===== config.mk =====
export PLATFORM = sky130hd
export DESIGN_NAME = key_pulse_multi
export DESIGN_NICKNAME = d
export VERILOG_FILES = /design/src/rtl/key_pulse_multi.sv
export SDC_FILE = /design/constraint.sdc
export NUM_CORES = 1
export LEC_CHECK = 0
export ABC_AREA = 1
export ABC_CLOCK_PERIOD_IN_PS = 2130
export CAP_MARGIN = 0
export CORE_AREA = 2 2 104 116
export DETAILED_ROUTE_END_ITERATION = 16
export DIE_AREA = 0 0 106 118
export GPL_ROUTABILITY_DRIVEN = 0
export SLEW_MARGIN = 20
export SYNTH_ARGS = -nofsm -noshare
export SYNTH_HDL_FRONTEND = slang
export SYNTH_SLANG_ARGS = --single-unit

===== constraint.sdc =====
create_clock -name clk -period 2.13 [get_ports clk]
set_input_delay 0.426 -clock clk [delete_from_list [all_inputs] [get_ports clk]]
set_output_delay 0.426 -clock clk [all_outputs]
set_load 0.1 [all_outputs]

===== src/rtl/key_pulse_multi.sv =====
// Multi-channel debounced key interface: per-channel 2-FF synchronizer, debounce counter,
// registered press/release pulses and pressed level. Define KEY_REPEAT_EN to add auto-repeat.
module key_pulse_multi #(
  parameter int NUM_KEYS        = 4,
  parameter int DEBOUNCE_CYCLES = 1000,
  parameter int CNT_W           = 16,
  parameter int REPEAT_DELAY    = 50000,
  parameter int REPEAT_PERIOD   = 10000
) (
  input  logic                clk,
  input  logic                rst_n,
  input  logic [NUM_KEYS-1:0] key_n,
  output logic [NUM_KEYS-1:0] key_level,
  output logic [NUM_KEYS-1:0] press_pulse,
  output logic [NUM_KEYS-1:0] release_pulse,
  output logic [NUM_KEYS-1:0] repeat_pulse
);

  localparam int MAX_A     = (DEBOUNCE_CYCLES > REPEAT_DELAY) ? DEBOUNCE_CYCLES : REPEAT_DELAY;
  localparam int MAX_LIMIT = (MAX_A > REPEAT_PERIOD) ? MAX_A : REPEAT_PERIOD;

  // Every counter limit minus one must be representable in CNT_W bits.
  if (MAX_LIMIT > (1 << CNT_W)) begin : g_cnt_w_check
    $error("CNT_W too small for configured debounce/repeat limits");
  end

  localparam logic [CNT_W-1:0] DB_LAST = CNT_W'(DEBOUNCE_CYCLES - 1);

  logic [NUM_KEYS-1:0] s1_q, s2_q;
  logic [NUM_KEYS-1:0] stable_q, stable_d;
  logic [NUM_KEYS-1:0] level_q;
  logic [NUM_KEYS-1:0] press_q, press_d;
  logic [NUM_KEYS-1:0] release_q, release_d;
  logic [CNT_W-1:0]    cnt_q [NUM_KEYS];
  logic [CNT_W-1:0]    cnt_d [NUM_KEYS];

  always_comb begin
    // NOTE: every combinational output gets a default first, so no path leaves it unassigned (no latch).
    stable_d  = stable_q;
    press_d   = '0;
    release_d = '0;
    for (int i = 0; i < NUM_KEYS; i++) begin
      cnt_d[i] = cnt_q[i];
      if (s2_q[i] == stable_q[i]) begin
        cnt_d[i] = '0;
      end else if (cnt_q[i] == DB_LAST) begin
        stable_d[i] = s2_q[i];
        cnt_d[i]    = '0;
        if (!s2_q[i]) press_d[i]   = 1'b1;
        else          release_d[i] = 1'b1;
      end else begin
        cnt_d[i] = cnt_q[i] + CNT_W'(1);
      end
    end
  end

  // NOTE: sequential state uses non-blocking assignments so all flops update from pre-edge values.
  always_ff @(posedge clk or negedge rst_n) begin
    if (!rst_n) begin
      s1_q      <= '1;
      s2_q      <= '1;
      stable_q  <= '1;
      level_q   <= '0;
      press_q   <= '0;
      release_q <= '0;
      // NOTE: the counter array is plain flops, so it is reset like any other state; a
      // reset that left counts behind could emit a pulse right after reset exit.
      for (int i = 0; i < NUM_KEYS; i++) cnt_q[i] <= '0;
    end else begin
      s1_q      <= key_n;
      s2_q      <= s1_q;
      stable_q  <= stable_d;
      level_q   <= ~stable_d;
      press_q   <= press_d;
      release_q <= release_d;
      for (int i = 0; i < NUM_KEYS; i++) cnt_q[i] <= cnt_d[i];
    end
  end

  assign key_level     = level_q;
  assign press_pulse   = press_q;
  assign release_pulse = release_q;

`ifdef KEY_REPEAT_EN
  localparam logic [CNT_W-1:0] DELAY_LAST  = CNT_W'(REPEAT_DELAY - 1);
  localparam logic [CNT_W-1:0] PERIOD_LAST = CNT_W'(REPEAT_PERIOD - 1);

  logic [CNT_W-1:0]    hcnt_q [NUM_KEYS];
  logic [CNT_W-1:0]    hcnt_d [NUM_KEYS];
  logic [NUM_KEYS-1:0] armed_q, armed_d;   // first repeat already issued -> use period
  logic [NUM_KEYS-1:0] repeat_q, repeat_d;

  always_comb begin
    armed_d  = armed_q;
    repeat_d = '0;
    for (int i = 0; i < NUM_KEYS; i++) begin
      hcnt_d[i] = hcnt_q[i];
      if (press_d[i] || release_d[i] || stable_q[i]) begin
        hcnt_d[i]  = '0;
        armed_d[i] = 1'b0;
      end else if (hcnt_q[i] == (armed_q[i] ? PERIOD_LAST : DELAY_LAST)) begin
        repeat_d[i] = 1'b1;
        hcnt_d[i]   = '0;
        armed_d[i]  = 1'b1;
      end else begin
        hcnt_d[i] = hcnt_q[i] + CNT_W'(1);
      end
    end
  end

  always_ff @(posedge clk or negedge rst_n) begin
    if (!rst_n) begin
      armed_q  <= '0;
      repeat_q <= '0;
      for (int i = 0; i < NUM_KEYS; i++) hcnt_q[i] <= '0;
    end else begin
      armed_q  <= armed_d;
      repeat_q <= repeat_d;
      for (int i = 0; i < NUM_KEYS; i++) hcnt_q[i] <= hcnt_d[i];
    end
  end

  assign repeat_pulse = repeat_q;
`else
  assign repeat_pulse = '0;
`endif

endmodule

## Word-level counts from Yosys, hierarchy flattened

Cells that the tools add are included.

| word-level totals | value |
|---|---|
| register bits | 88 |
| output and inout bits | 16 |
| logic and storage cells | 63 |

| cells by class | value |
|---|---|
| $add $sub $neg | 4 |
| equality and inequality tests | 8 |
| muxes and demuxes | 40 |
| bitwise operators | 1 |

Operators with widths:

| operator | count |
|---|---|
| $mux 16 | 8 |
| $add 16x1->16 const B | 4 |
| $eq 16x10->1 const B | 4 |
| $mux 1 | 32 |
| $eq 1x1->1 | 4 |
| $not 4->4 | 1 |

## Longest topological paths before layout

Gate-level depths: netlist (run 1).

| logic depth | value |
|---|---|
| depth in word-level cells | 4 |
| gate-level depth with buffers | 9 |

## Worst setup path before layout (run 1)

No wires, ideal clock.

| path | value |
|---|---|
| path type | flip-flop to output port |
| start point | register level_q[0] (netlist: key_level[0]) |
| end point | output key_level[0] |
| arrival | 0.883 ns |
| setup slack | 0.821 ns |
| cell stages (with the launch flop) | 1 |
| buffers on the path | 0 |
| cell sequence | dfrtp_1 |

RTL lines:

| element | line | source |
|---|---|---|
| from (decl) | 31 | `logic [NUM_KEYS-1:0] level_q;` |
| from (signal assigned) | 73 | `level_q <= ~stable_d;` |
| to (decl) | 13 | `output logic [NUM_KEYS-1:0] key_level,` |

No word-level cell between the ends.

==> results of run 1 <==
## registers in the layout (all words and copies together) (netlist names)
name,flops
cnt_q,64
key_level,4
press_pulse,4
release_pulse,4
s1_q,4
s2_q,4
stable_q,4
## metrics by stage
step / hold slack [ps] / cell area (sq um) / util [%] / total power (W)
finish: 4.594 / 5064 / 44.66 / 0.003474
CTS: 18.72 / 5064 / 44.66 / 0.003532
detailed placement: 347.2 / 4758 / 41.97 / 0.001907
floorplan: 130.4 / 4428 / - / 0.001841
global placement: 346.5 / 4758 / 41.97 / 0.001901
global route: 35.46 / 5064 / 44.66 / 0.003613
## final cells by class
cell class / count / area (sq um)
Clock buffer: 9 / 225.2
Clock inverter: 7 / 80.08
Fill cell: 1113 / 6274
Inverter: 65 / 244.0
Multi-Input combinational cell: 396 / 1937
Sequential cell: 88 / 2217
Tap cell: 150 / 187.7
Timing Repair Buffer: 20 / 172.7
## cells in the final DEF, fill, tap and decap left out, drive strengths merged, types with 4 or more instances in the layout
cell	instances
nand3b	4
dfrtp	76
xor2	21
or2	4
nand4	18
nor3	4
clkbuf	9
nor2	148
inv	66
o21bai	5
nand2	137
xnor2	4
buf	16
o21ai	13
a21oi	4
clkdlybuf4s50	4
ha	4
clkinv	4
conb	4
nand3	26
dfstp	12
## logic make-up after synthesis
logic type	share of synthesized area, %
AOI/OAI and AO/OA	3.116
xor gates and xnor gates	4.958
adders and majority gates	1.133
buffers and inverters	6.204
DFF	50.20
other	0.08490
and+or+nand+nor	34.31
## worst paths after layout
check	end	from	cells past startpoint
worst min-delay path	cnt_q[44]$_DFF_PN0_	rst_n	1
worst max-delay path	cnt_q[38]$_DFF_PN0_	cnt_q[32]$_DFF_PN0_	8
worst max register to register	cnt_q[38]$_DFF_PN0_	cnt_q[32]$_DFF_PN0_	8
worst min register to register	s2_q[3]$_DFF_PN1_	s1_q[3]$_DFF_PN1_	0
max in group asynchronous	stable_q[0]$_DFF_PN1_	rst_n	2
min in group clk	s2_q[3]$_DFF_PN1_	s1_q[3]$_DFF_PN1_	0
## power by group through the flow
stage | Sequential (W) | Combinational (W) | Clock [W]
after floorplan | 0.00175 | 0.0000886 | 0
after global placement | 0.00176 | 0.000144 | 0
after detailed placement | 0.00176 | 0.000148 | 0
after CTS | 0.00173 | 0.000148 | 0.00166
after global routing | 0.00173 | 0.000162 | 0.00172
final | 0.00173 | 0.000143 | 0.00160
## critical path, cell delays in order, from the launching register on
cell and delay, ps:
dfrtp_1 400, ha_1 240, nand2_1 70, clkinv_1 60
nand2_1 40, nor2_1 130, nand2_2 120, nand2_2 190
nor2_1 80
## layer usage
layer | wire length, um | vias up | share of wire [%] | global-route usage, %
met3 | 329 | 11 | 3.9 | 3.821
li1 | - | 1752 | - | -
met1 | 4033 | 1622 | 48 | 19.92
met2 | 3878 | 61 | 46 | 23.39
met5 | 0 | - | 0 | 0
met4 | 104 | 0 | 1.2 | 4.194
==> impl_metrics.env, run 1 <==
export IMPL_synth_seq_area_share_pct=50.20
export IMPL_cp_max_fo=9
export IMPL_viasPerCell=4.688
export IMPL_io_buffers=17
export IMPL_ff2ff_setup_slack_ps=700
export IMPL_insertion_delay_ps=340
export IMPL_finalCritPeriodShare_pct=67.32
export IMPL_internal_power_w=0.002660
export IMPL_postCtsSetupBuffers=0
export IMPL_path_class="flip-flop to flip-flop"
export IMPL_placedCellCount=719
export IMPL_grt_max_degree=34
export IMPL_p_leak_nw=2.246
export IMPL_synth_top_flop_cell="dfrtp_1"
export IMPL_async_flop_share_pct=100.0
export IMPL_avgSynthCellArea_sq_um=8.030
export IMPL_hold_buffers=0
export IMPL_clkPwrFrac_pct=46.2
export IMPL_clock_sinks=88
export IMPL_end_kind="flip-flop"
export IMPL_drc=0
export IMPL_netlist_cell_type_count=27
export IMPL_start_kind="flip-flop"
export IMPL_drive_gt1_share_pct=16.07
export IMPL_first_pass_iters=4
export IMPL_start_util_pct=38.96
export IMPL_clk_pin_slew_ps=70
export IMPL_synth_most_common_cell="nor2_1"
export IMPL_htree_levels=3
export IMPL_clockBufferDepth=2
export IMPL_design_die_area_sq_um=12510
export IMPL_drt_iter0_markers=155
export IMPL_ys_warn_count=0
export IMPL_ant_nets=0
export IMPL_cp_arrival_ps=1660
export IMPL_max_freq_ghz=0.6974
export IMPL_wl_per_cell_um=11.36
export IMPL_antenna_found_initial=0
export IMPL_hold_class="input pin to async pin"
export IMPL_setup_slack_ps=696.1
export IMPL_track_usage_pct=14.74
export IMPL_synth_area_sq_um=4417
export IMPL_tns_ps=0
export IMPL_report_final_slew_viol_count=0
export IMPL_rsz0062_at_grt="false"
export IMPL_synth_edf_count=0
export IMPL_syn_inst=550
export IMPL_tritoncts="done"
export IMPL_num_antenna_cells=0
export IMPL_die_h_um=118
export IMPL_ios=22
export IMPL_area_growth_pct=14.65
export IMPL_place_ws_ps=705.7
export IMPL_yosysTopAreaCell="dfrtp_1"
export IMPL_maxCapViolations=0
export IMPL_stdcell_count=735
export IMPL_ys_top_cells_by_area="dfrtp_1, nor2_1, nand2_1"
export IMPL_cellPowerDensity_nw_per_um2=686.1
export IMPL_die_w_um=106
export IMPL_seqPwrFrac_pct=49.7
export IMPL_fin_skew_ps=8.207
export IMPL_status="complete, no violations"
export IMPL_cts_root_buf="clkbuf_16"
export IMPL_layout_nets=590
export IMPL_numCtsBuffers=9
export IMPL_coreArea_sq_um=11340
export IMPL_wl_um=8346
export IMPL_peakVddDrop_mv=0.3512
export IMPL_hold_viol_final=0
export IMPL_synth_seq_cells=88
export IMPL_p_sw_w=0.0008139
export IMPL_grt_overflow=0
export IMPL_vias=3446
export IMPL_netSwitchingFraction_pct=23.43
export IMPL_grt_pass1_vias=3300
export IMPL_setup_viol=0
export IMPL_layout_min_cycle_time_ps=1434
export IMPL_combPwrFrac_pct=4.1
export IMPL_row_count=41
export IMPL_cts_resized=0
export IMPL_cp_required_ps=2360
export IMPL_yosys_area_top_type_share_pct=43.06
export IMPL_grt_pass1_wl_um=14990
export IMPL_hpwlAfterDp_um=6230
export IMPL_ys_top_cells_by_count="nor2_1, nand2_1, dfrtp_1"
Power figures use the tool's default switching activity.
==> run 2: changes to the inputs <==
--- a/config.mk
+++ b/config.mk
@@ -6,7 +6,7 @@
 export NUM_CORES = 1
 export LEC_CHECK = 0
 export ABC_AREA = 1
-export ABC_CLOCK_PERIOD_IN_PS = 2130
+export ABC_CLOCK_PERIOD_IN_PS = 1500
 export CAP_MARGIN = 0
 export CORE_AREA = 2 2 104 116
 export DETAILED_ROUTE_END_ITERATION = 16
==> constraint.sdc (replaced) <==
create_clock -name clk -period 1.5 [get_ports clk]
set_input_delay 0.3 -clock clk [delete_from_list [all_inputs] [get_ports clk]]
set_output_delay 0.3 -clock clk [all_outputs]
set_load 0.1 [all_outputs]
==> impl_metrics.env, run 2 (synthesized netlist as in run 1, its figures left out) <==
export IMPL_coreArea_sq_um=11340
export IMPL_track_usage_pct=14.58
export IMPL_hold_viol_final=0
export IMPL_drt_iter0_markers=128
export IMPL_highest_layer="met4"
export IMPL_cts_root_buf="clkbuf_16"
export IMPL_hold_worst_slack_ps=355.6
export IMPL_fin_skew_ps=8.913
export IMPL_layout_common_cells="nor2_1, nand2_1, dfrtp_1"
export IMPL_tritoncts="done"
export IMPL_layout_min_cycle_time_ps=1421
export IMPL_drive_gt1_share_pct=15.90
export IMPL_clk_pin_slew_ps=70
export IMPL_grt_overflow=0
export IMPL_numCtsBuffers=9
export IMPL_hold_class="flip-flop to flip-flop"
export IMPL_seqCellArea_sq_um=2217
export IMPL_clock_sinks=88
export IMPL_met3_wirelength_um=250
export IMPL_design_die_area_sq_um=12510
export IMPL_wl_per_cell_um=11.34
export IMPL_vias=3370
export IMPL_grt_pass1_wl_um=14820
export IMPL_power_w=0.005068
export IMPL_cellPowerDensity_nw_per_um2=961.9
export IMPL_end_kind="flip-flop"
export IMPL_fillers=1058
export IMPL_hpwlAfterDp_um=6149
export IMPL_antenna_found_initial=0
export IMPL_start_kind="flip-flop"
export IMPL_status="complete, no violations"
export IMPL_path_class="flip-flop to flip-flop"
export IMPL_maxCapViolations=0
export IMPL_report_final_slew_viol_count=0
export IMPL_setup_viol=0
export IMPL_wl_um=8335
export IMPL_largest_reg_flops=64
export IMPL_ios=22
export IMPL_row_count=41
export IMPL_cp_arrival_ps=1670
export IMPL_finalCritPeriodShare_pct=94.71
export IMPL_cp_required_ps=1750
export IMPL_multi_input_area_sq_um=1962
export IMPL_largest_register="cnt_q"
export IMPL_final_common_cell="nor2_1"
export IMPL_rsz0062_at_grt="true"
export IMPL_max_freq_ghz=0.7039
export IMPL_drc=0
export IMPL_htree_levels=3
export IMPL_grt_pass1_vias=3299
export IMPL_clockBufferDepth=2
export IMPL_cp_max_fo=7
export IMPL_io_buffers=17
export IMPL_ant_nets=0
export IMPL_die_w_um=106
export IMPL_die_h_um=118
export IMPL_start_util_pct=38.96
export IMPL_first_pass_iters=5
export IMPL_wl_met1_um=4006
export IMPL_peakVddDrop_mv=0.5988
export IMPL_insertion_delay_ps=340
export IMPL_area_growth_pct=19.29
export IMPL_grt_max_degree=48
export IMPL_num_antenna_cells=0
export IMPL_p_leak_nw=2.308
export IMPL_viasPerCell=4.585
export IMPL_dr_wl_met2_um=3902
export IMPL_postCtsSetupBuffers=0
export IMPL_layout_nets=590
run 2: cell count changes in the layout (fill, tap and decap cells not counted), moves of 3 or more:
cell,delta
nand2_4,+3
buf_12,+13
nand2_2,-3
buf_4,-14
run 2: power breakdown:
part / total [W] / switching (W) / internal (W)
Combinational: 0.000213 / 0.000158 / 0.0000553
Sequential: 0.00245 / 0.0000354 / 0.00242
Clock: 0.00240 / 0.000929 / 0.00147
run 2: area by class of cell:
cell class              instances  share of cell area, %
clock buffers                  10                  4.346
clock inverters                 6                  1.734
inverters                      65                  4.631
multi-input cells             396                  37.24
flip-flops and latches         88                  42.08
well taps                     150                  3.562
repair buffers                 20                  6.412
run 2: worst paths after layout:
kind	from	endpoint	slack, ps	cells past startpoint
max	stable_q[0]$_DFF_PN1_	cnt_q[50]$_DFF_PN0_	80	5
min	s1_q[3]$_DFF_PN1_	s2_q[3]$_DFF_PN1_	360	0
max reg2reg	stable_q[0]$_DFF_PN1_	cnt_q[50]$_DFF_PN0_	80	5
min reg2reg	s1_q[3]$_DFF_PN1_	s2_q[3]$_DFF_PN1_	360	0
max in group asynchronous	rst_n	stable_q[2]$_DFF_PN1_	540	3
min in group asynchronous	rst_n	cnt_q[43]$_DFF_PN0_	380	2
run 2: stage by stage:
stage / setup TNS, ps / area, sq um / setup slack, ps / cells / utilization, %
5_1_grt: -181.4 / 5269 / -31.32 / 735 / 46.47
4_1_cts: 0 / 5244 / 62.85 / 735 / 46.25
3_5_place_dp: 0 / 4913 / 67.65 / 718 / 43.34
2_1_floorplan: 0 / 4428 / 241.8 / 553 / -
6_report: 0 / 5269 / 79.34 / 735 / 46.47
3_3_place_gp: 0 / 4913 / 97.20 / 718 / 43.34
run 2: per-layer routing:
metal  track usage [%]  up-vias
met5                 0        -
met3             3.267       14
li1                  -     1754
met4             5.592        0
met2             23.19       49
met1             19.40     1553
run 2: what timing repair did:
item                       4_1_cts  5_1_grt
hold endpoints to repair        16        0
gates resized for setup          0        5
setup endpoints to repair        0       26
hold buffers                     1        0
run 2: critical path, stage by stage (launching register included):
cell and delay [ps]:
dfstp_2 520, inv_1 50, or2_2 280, nand2_1 130, inv_1 160, nor3_1 200
